File: src/rtl/mix_pkg.sv
// mix_pkg: shared FSM state type and sample width for the voice mixer controller
package mix_pkg;
    localparam int SAMPLE_W = 8;
    typedef enum logic [2:0] {IDLE, ACCUM, START, WAIT, OUT} mix_state_t;
endpackage

File: src/rtl/voice_mix_ctrl.sv
// voice_mix_ctrl: averages the active voices once per sample_tick using a shared sequential divider
// Ports: clk/rst (async active-high); sample_tick, voice_en, voice_sample in;
// div_start/div_dividend/div_divisor out and div_done/div_quo in (divider handshake);
// mix_out held result, mix_valid update pulse, overrun dropped-tick pulse.
module voice_mix_ctrl #(
    parameter int NUM_VOICES = 4,
    parameter int SAMPLE_W   = 8,
    parameter int DIV_W      = 24
) (
    input  logic                           clk,
    input  logic                           rst,
    input  logic                           sample_tick,
    input  logic [NUM_VOICES-1:0]          voice_en,
    input  logic [NUM_VOICES*SAMPLE_W-1:0] voice_sample,
    output logic                           div_start,
    output logic [DIV_W-1:0]               div_dividend,
    output logic [DIV_W-1:0]               div_divisor,
    input  logic                           div_done,
    input  logic [7:0]                     div_quo,
    output logic [SAMPLE_W-1:0]            mix_out,
    output logic                           mix_valid,
    output logic                           overrun
);
    import mix_pkg::*;
    localparam int CW = $clog2(NUM_VOICES + 1);
    localparam int AW = SAMPLE_W + CW;
    localparam int IW = $clog2(NUM_VOICES);
    mix_state_t                    state_q, state_d;
    logic [AW-1:0]                 acc_q, acc_d, acc_sum;
    logic [CW-1:0]                 cnt_q, cnt_d, cnt_sum;
    logic [IW-1:0]                 idx_q, idx_d;
    logic [NUM_VOICES-1:0]         en_q, en_d;
    logic [NUM_VOICES*SAMPLE_W-1:0] smp_q, smp_d;
    logic                          div_start_q, div_start_d;
    logic [DIV_W-1:0]              dividend_q, dividend_d, divisor_q, divisor_d;
    logic [SAMPLE_W-1:0]           mix_out_q, mix_out_d;
    logic                          mix_valid_q, mix_valid_d, overrun_q, overrun_d;
    logic                          last_voice;
    // Running totals including the voice at idx, so the final count decides the path
    assign acc_sum    = acc_q + (en_q[idx_q] ? AW'(smp_q[idx_q*SAMPLE_W +: SAMPLE_W]) : AW'(0));
    assign cnt_sum    = cnt_q + CW'(en_q[idx_q]);
    assign last_voice = idx_q == IW'(NUM_VOICES - 1);
    always_comb begin
        state_d     = state_q;
        acc_d       = acc_q;
        cnt_d       = cnt_q;
        idx_d       = idx_q;
        en_d        = en_q;
        smp_d       = smp_q;
        div_start_d = 1'b0;
        dividend_d  = dividend_q;
        divisor_d   = divisor_q;
        mix_out_d   = mix_out_q;
        mix_valid_d = 1'b0;
        overrun_d   = sample_tick && state_q != IDLE;
        case (state_q)
            IDLE: if (sample_tick) begin
                en_d    = voice_en;
                smp_d   = voice_sample;
                acc_d   = '0;
                cnt_d   = '0;
                idx_d   = '0;
                state_d = ACCUM;
            end
            ACCUM: begin
                acc_d = acc_sum;
                cnt_d = cnt_sum;
                idx_d = idx_q + IW'(1);
                if (last_voice) begin
                    // Operands are registered on entry so they are already valid during START
                    state_d     = cnt_sum >= CW'(2) ? START : OUT;
                    div_start_d = cnt_sum >= CW'(2);
                    dividend_d  = cnt_sum >= CW'(2) ? DIV_W'(acc_sum) : dividend_q;
                    divisor_d   = cnt_sum >= CW'(2) ? DIV_W'(cnt_sum) : divisor_q;
                end
            end
            START: state_d = WAIT;
            WAIT: if (div_done) begin
                mix_out_d   = div_quo;
                mix_valid_d = 1'b1;
                state_d     = IDLE;
            end
            OUT: begin
                mix_out_d   = cnt_q == '0 ? '0 : acc_q[SAMPLE_W-1:0];
                mix_valid_d = 1'b1;
                state_d     = IDLE;
            end
            default: state_d = IDLE;
        endcase
    end
    always_ff @(posedge clk or posedge rst) begin
        if (rst) begin
            state_q     <= IDLE;
            acc_q       <= '0;
            cnt_q       <= '0;
            idx_q       <= '0;
            en_q        <= '0;
            smp_q       <= '0;
            div_start_q <= 1'b0;
            dividend_q  <= '0;
            divisor_q   <= '0;
            mix_out_q   <= '0;
            mix_valid_q <= 1'b0;
            overrun_q   <= 1'b0;
        end else begin
            state_q     <= state_d;
            acc_q       <= acc_d;
            cnt_q       <= cnt_d;
            idx_q       <= idx_d;
            en_q        <= en_d;
            smp_q       <= smp_d;
            div_start_q <= div_start_d;
            dividend_q  <= dividend_d;
            divisor_q   <= divisor_d;
            mix_out_q   <= mix_out_d;
            mix_valid_q <= mix_valid_d;
            overrun_q   <= overrun_d;
        end
    end
    assign div_start    = div_start_q;
    assign div_dividend = dividend_q;
    assign div_divisor  = divisor_q;
    assign mix_out      = mix_out_q;
    assign mix_valid    = mix_valid_q;
    assign overrun      = overrun_q;
endmodule

File: config.mk
export PLATFORM = sky130hd
export DESIGN_NAME = voice_mix_ctrl
export DESIGN_NICKNAME = d
export VERILOG_FILES = /design/src/rtl/mix_pkg.sv /design/src/rtl/voice_mix_ctrl.sv
export SDC_FILE = /design/constraint.sdc
export NUM_CORES = 1
export LEC_CHECK = 0
export CORE_MARGIN = 2
export CORE_UTILIZATION = 49
export CTS_CLUSTER_SIZE = 40
export DETAILED_ROUTE_END_ITERATION = 10
export PLACE_DENSITY = 0.8
export SETUP_SLACK_MARGIN = 0.1
export SLEW_MARGIN = 10
export SYNTH_ARGS = -nofsm -noshare
export SYNTH_HDL_FRONTEND = slang
export SYNTH_SLANG_ARGS = --single-unit
export TNS_END_PERCENT = 30
File: constraint.sdc
create_clock -name clk -period 2.8 [get_ports clk]
set_input_delay 0.28 -clock clk [delete_from_list [all_inputs] [get_ports clk]]
set_output_delay 0.28 -clock clk [all_outputs]
set_load 0.1 [all_outputs]
==> results of run 1 <==
==> flip-flops by register name (all words and copies together) (netlist names) <==
register / count
overrun: 1
div_divisor: 3
div_start: 1
idx_q: 2
acc_q: 11
div_dividend: 11
en_q: 4
cnt_q: 3
mix_out: 8
state_q: 3
mix_valid: 1
smp_q: 32
==> per-layer routing <==
metal	share of wire (%)	routed length [um]	track usage, %
met1	45	3780	26.0
met3	5.4	453	3.32
met5	0	0	0
met4	2.4	199	8.45
met2	47	3970	32.1
==> cell families (layout without fill, tap and decap cells) <==
kind of cell	after synthesis	after routing	synth area share (%)
xor+xnor	10	10	2.14
mux	13	13	5.41
buf+inv	60	103	9.36
compound gates	60	60	8.60
simple gates	211	211	21.6
flops	80	80	48.9
fa+ha+maj	12	12	3.85
other cells	1	34	0.0917
==> worst register-to-register path, delay by kind of cell, from the launching register on <==
| family | cells | cell delay (ns) |
|---|---|---|
| multiplexers | 1 | 0.49 |
| adder cells (fa/ha/maj) | 1 | 0.34 |
| buffers and inverters | 1 | 0.16 |
| AO/OA/AOI/OAI | 4 | 0.73 |
| flip-flops | 1 | 0.43 |
| AND/OR/NAND/NOR | 2 | 0.36 |
==> cell usage in the layout, fill, tap and decap left out, types with 9 or more instances in the layout <==
cell / count
conb_1: 34
nand2_1: 148
a21oi_1: 16
nor2_1: 22
dfrtp_1: 78
nand3_1: 11
buf_4: 31
nor2b_1: 10
o21ai_0: 22
clkbuf_8: 12
ha_1: 9
clkdlybuf4s50_1: 47
==> final timing paths <==
path / startpoint / end / slack [ns] / cells after the start
worst max register to register: idx_q[1] / acc_q[9] / 0.21 / 9
min in group clk: voice_sample[13] / smp_q[13] / 0.45 / 3
worst min register to register: smp_q[31] / smp_q[31] / 0.48 / 2
max in group asynchronous: rst / div_dividend[8] / 1.69 / 3
worst max-delay path: idx_q[1] / acc_q[9] / 0.21 / 9
worst min-delay path: rst / en_q[3] / 0.40 / 2
==> final cells by class <==
class,count,area share [%]
flip-flops and latches,80,40.0
multi-input cells,340,37.6
repair buffers,82,15.2
clock buffers,13,3.37
well taps,105,2.62
clock inverters,2,0.749
inverters,6,0.450
==> per-stage QoR <==
step           utilization (%)  cells  setup slack [ns]  area, um2
3_5_place_dp              58.0    611            0.0494       4720
2_1_floorplan                -    480             0.235       4210
6_report                  61.6    628             0.215       5010
5_1_grt                   61.6    628            0.0911       5010
4_1_cts                   60.6    626            0.0577       4930
3_3_place_gp              58.0    611             0.143       4720
==> timing repair <==
item | 4_1_cts | 5_1_grt
pin swaps | 0 | 4
setup endpoints to repair | 5 | 20
resized for setup | 2 | 18
setup buffers | 0 | 2
==> flow_summary.toml, run 1 <==
[global_route]
grt_use_total_pct = 19.7
grt_pass1_vias = 3039
grt_max_degree = 43
grt_pass1_wl_mm = 13.9
antenna_found_initial = 0
grt_overflow = 0

[status]
outcome = "completed"

[finish]
area.growth.synth_to_final_pct = 22.5
fill_cells = 692
drive_gt1_share_pct = 15.3
diodes = 0
seqCellArea_um2 = 2000
fin_nets = 579
multiInputGateArea_um2 = 1880

[clock_tree]
cts_buffer_depth = 2
htree_num_levels = 3
cts_buffers = 9
clk_latency_ns = 0.35
root_buffer = "clkbuf_8"
holdBufCountCts = 0
clk_pin_slew_worst_paths_ns = 0.08
cts_tree = "done"
cts_sinks = 80

[floorplanning]
die_y_um = 95.4
die_area_um2 = 9090
die_w_um = 95.4
start_util_pct = 50.3
coreArea_um2 = 8130
rows = 33
io_pins = 107

[synth]
synth_top_area_share_pct = 48.9
synth_cells = 447
ys_async_sr_fraction_pct = 100
yosysTopAreaCell = "dfrtp_1"
synth-edff-count = 0
ys_ff_latch = 80
synthTopCellsByArea = "dfrtp_1 49%, nand2_1 14%, buf_4 7.0%"
yosys-top-cells-count = "148 x nand2_1, 80 x dfrtp_1, 38 x buf_4, 24 x o21ai_0, 22 x nor2_1"
ys_warn_count = 0
ys.flop_type = "dfrtp_1"
ys_types = 39
synth_most_common_cell = "nand2_1"
syn_area_um2 = 4090
ys_seq_area_share_pct = 48.9
synth_area_per_cell_um2 = 9.15

[timing]
fin_skew_ns = 0.00796
final-hold-violation-count = 0
fmax_ghz = 0.387
maxSlewHeadroom_pct = 45.6
min_period_over_period_pct = 92.3
finalMaxSlewViolations = 0
setup_viol = 0
setup-tns-final_ns = 0
rsz0062_at_grt = "true"
fin_hold_ws_ns = 0.404
min_period_ns = 2.59
tightest_slew_ns = 0.815

[critical_path]
cp_slowest_cell = "mux4_2"
cp_max_fo = 10
end_kind = "register"
crit_buf_inv = 1
cp-start-kind = "register"
cpPeakStageDelay_ns = 0.49
crit_arrival_ns = 2.86
path_delay_family = "compound AO/OA/AOI/OAI gates"
cp.required_ns = 3.08
critPathKind = "register to register"
crit_chain = "buf_8 -> mux4_2 -> nor2b_1 -> ha_1 -> a21oi_2 -> o21ai_2 -> a41o_1 -> or2_0 -> a31oi_1"

[route]
firstDrtPassIters = 4
via_per_inst = 4.99
drt.antenna.violating_nets = 0
wl_per_cell_um = 13.4
drc_errors = 0
dr.first_iter.drc_count = 126
drt-total-wl_mm = 8.40
num_vias = 3131

[worst_hold_path]
hold_path.class = "input port to asynchronous set/reset pin"

[placed_design]
port_buffers = 72
gp_congestion = 0.870
place.detailed.hpwl_mm = 6.22

[job]
drv_cap = 0
Power of run 1 is left out: the tool's default activity adds up to more than one toggle a clock period on the data nets, which glitch-free logic cannot reach.
==> run 2, diff against run 1 <==
--- a/config.mk
+++ b/config.mk
@@ -6,10 +6,11 @@
 export NUM_CORES = 1
 export LEC_CHECK = 0
 export CORE_MARGIN = 2
-export CORE_UTILIZATION = 49
+export CORE_UTILIZATION = 55
 export CTS_CLUSTER_SIZE = 40
 export DETAILED_ROUTE_END_ITERATION = 10
-export PLACE_DENSITY = 0.8
+export DONT_BUFFER_PORTS = 1
+export PLACE_DENSITY = 0.7
 export SETUP_SLACK_MARGIN = 0.1
 export SLEW_MARGIN = 10
 export SYNTH_ARGS = -nofsm -noshare
==> run 2 against run 1 <==
Net effect:
- largest cell class unchanged
- highest routed layer unchanged
- final area down 12%
- critical path type unchanged
- utilization down 0.79 points
- clock skew down 0.0018 ns
- critical endpoint unchanged
==> flow_summary.toml, run 2 (synthesized netlist as in run 1, its figures left out) <==
[clock_tree]
clk_pin_slew_worst_paths_ns = 0.08
htree_num_levels = 3
cts_buffers = 9
clk_latency_ns = 0.35
cts_sinks = 80
root_buffer = "clkbuf_8"
cts_buffer_depth = 2
cts_tree = "done"

[timing]
min_period_over_period_pct = 93.1
setup_viol = 0
rsz0062_at_grt = "true"
min_period_ns = 2.61
tightest_slew_ns = 0.933
fmax_ghz = 0.384
fin_ws_ns = 0.193
setup-tns-final_ns = 0
finalMaxSlewViolations = 0
maxSlewHeadroom_pct = 37.8
final-hold-violation-count = 0
fin_skew_ns = 0.00620

[route]
routed.top_layer = "met4"
met1_length_mm = 3.55
drt.antenna.violating_nets = 0
met2_wirelength_mm = 3.58
wl_per_cell_um = 14.0
num_vias = 2839
via_per_inst = 5.12
drc_errors = 0
dr.first_iter.drc_count = 105
firstDrtPassIters = 4
wl_met3_um = 503
drt-total-wl_mm = 7.79

[critical_path]
crit_chain = "buf_4 -> mux4_2 -> nor2b_1 -> ha_1 -> a21oi_1 -> o21ai_2 -> a41o_1 -> or2_0 -> a31oi_1"
cp-start-kind = "register"
crit_start = "idx_q[1]"
critPathKind = "register to register"
endpoint = "acc_q[9]"
end_kind = "register"
r2r-start = "idx_q[1]"
r2r_slack_ns = 0.19
cpPeakStageDelay_ns = 0.50
cp_slowest_cell = "mux4_2"
r2r-end = "acc_q[9]"
r2r_cells = 9
crit_arrival_ns = 2.88
cp_max_fo = 6
crit_buf_inv = 1
path_delay_family = "compound AO/OA/AOI/OAI gates"
cp.required_ns = 3.07
path_depth = 9

[floorplanning]
die_y_um = 90.2
rows = 31
io_pins = 107
die_w_um = 90.2
coreArea_um2 = 7210
die_area_um2 = 8140
start_util_pct = 56.7

[global_route]
grt_pass1_wl_mm = 13.2
grt_max_degree = 48
grt_overflow = 0
grt_use_total_pct = 20.0
grt_pass1_vias = 2756
antenna_found_initial = 0

[placed_design]
port_buffers = 0
dpl.cell_count = 533
place_area_um2 = 4060
pre_cts_slack_ns = -0.0343
place.detailed.hpwl_mm = 5.57
gp_congestion = 0.791

[finish]
multiInputGateArea_um2 = 1880
diodes = 0
fin_nets = 511
area.growth.synth_to_final_pct = 7.25
drive_gt1_share_pct = 12.7
final_cell_area_um2 = 4390
fill_cells = 658
final_cell_mix = "148 x nand2_1, 78 x dfrtp_1, 34 x conb_1"
seqCellArea_um2 = 2000
final_common_cell = "nand2_1"
stdcell_count = 555
top_register = "smp_q"
largest_reg_flops = 32

[worst_hold_path]
hold_path.class = "input port to register"

[status]
outcome = "completed"

[job]
drv_cap = 0
==> run 2: layer usage <==
metal  up-vias  GRT usage (%)
met4         0           7.95
met2        95           29.6
met5         -              0
met1      1328           28.8
li1       1403              -
met3        13           4.36
==> run 2: final cells by class <==
cell class              instances  share of cell area [%]
well taps                      99                    2.82
multi-input cells             340                    42.9
clock inverters                 5                    1.83
inverters                       6                   0.542
clock buffers                  11                    3.22
flip-flops and latches         80                    45.7
repair buffers                 14                    3.02
==> run 2: what timing repair did <==
| action | CTS | global route |
|---|---|---|
| setup endpoints to repair | 8 | 16 |
| setup buffers | 0 | 5 |
| resized for setup | 5 | 10 |
| pin swaps | 0 | 5 |
| hold buffers | 1 | 0 |
| hold endpoints to repair | 33 | 0 |
| gates cloned | 0 | 0 |
==> run 2: how the worst min path moves through the flow <==
stage	startpoint	end	slack, ns	cells past startpoint
5_1_grt	voice_sample[16]	smp_q[16]	0.03	2
3_5_place_dp	rst	smp_q[26]	0.25	1
6_report	voice_sample[23]	smp_q[23]	0.03	2
2_1_floorplan	voice_en[0]	en_q[0]	0.39	2
4_1_cts	voice_sample[23]	smp_q[23]	0.02	2
3_3_place_gp	rst	smp_q[0]	0.25	1
==> run 2: metrics by stage <==
step | hold slack, ns | utilization [%]
final | 0.0324 | 60.8
after global routing | 0.0282 | 60.8
after CTS | 0.0244 | 59.7
after detailed placement | 0.249 | 56.3
after global placement | 0.246 | 56.3
after floorplan | 0.385 | -
Power of run 2 is left out for the same reason.
==> run 3, diff against run 2 <==
--- a/config.mk
+++ b/config.mk
@@ -10,6 +10,7 @@
 export CTS_CLUSTER_SIZE = 40
 export DETAILED_ROUTE_END_ITERATION = 10
 export DONT_BUFFER_PORTS = 1
+export GPL_TIMING_DRIVEN = 1
 export PLACE_DENSITY = 0.7
 export SETUP_SLACK_MARGIN = 0.1
 export SLEW_MARGIN = 10
==> results of run 3 <==
Final layout, timing and power as in run 2 (identical DEF).
Power of run 3 is left out for the same reason.
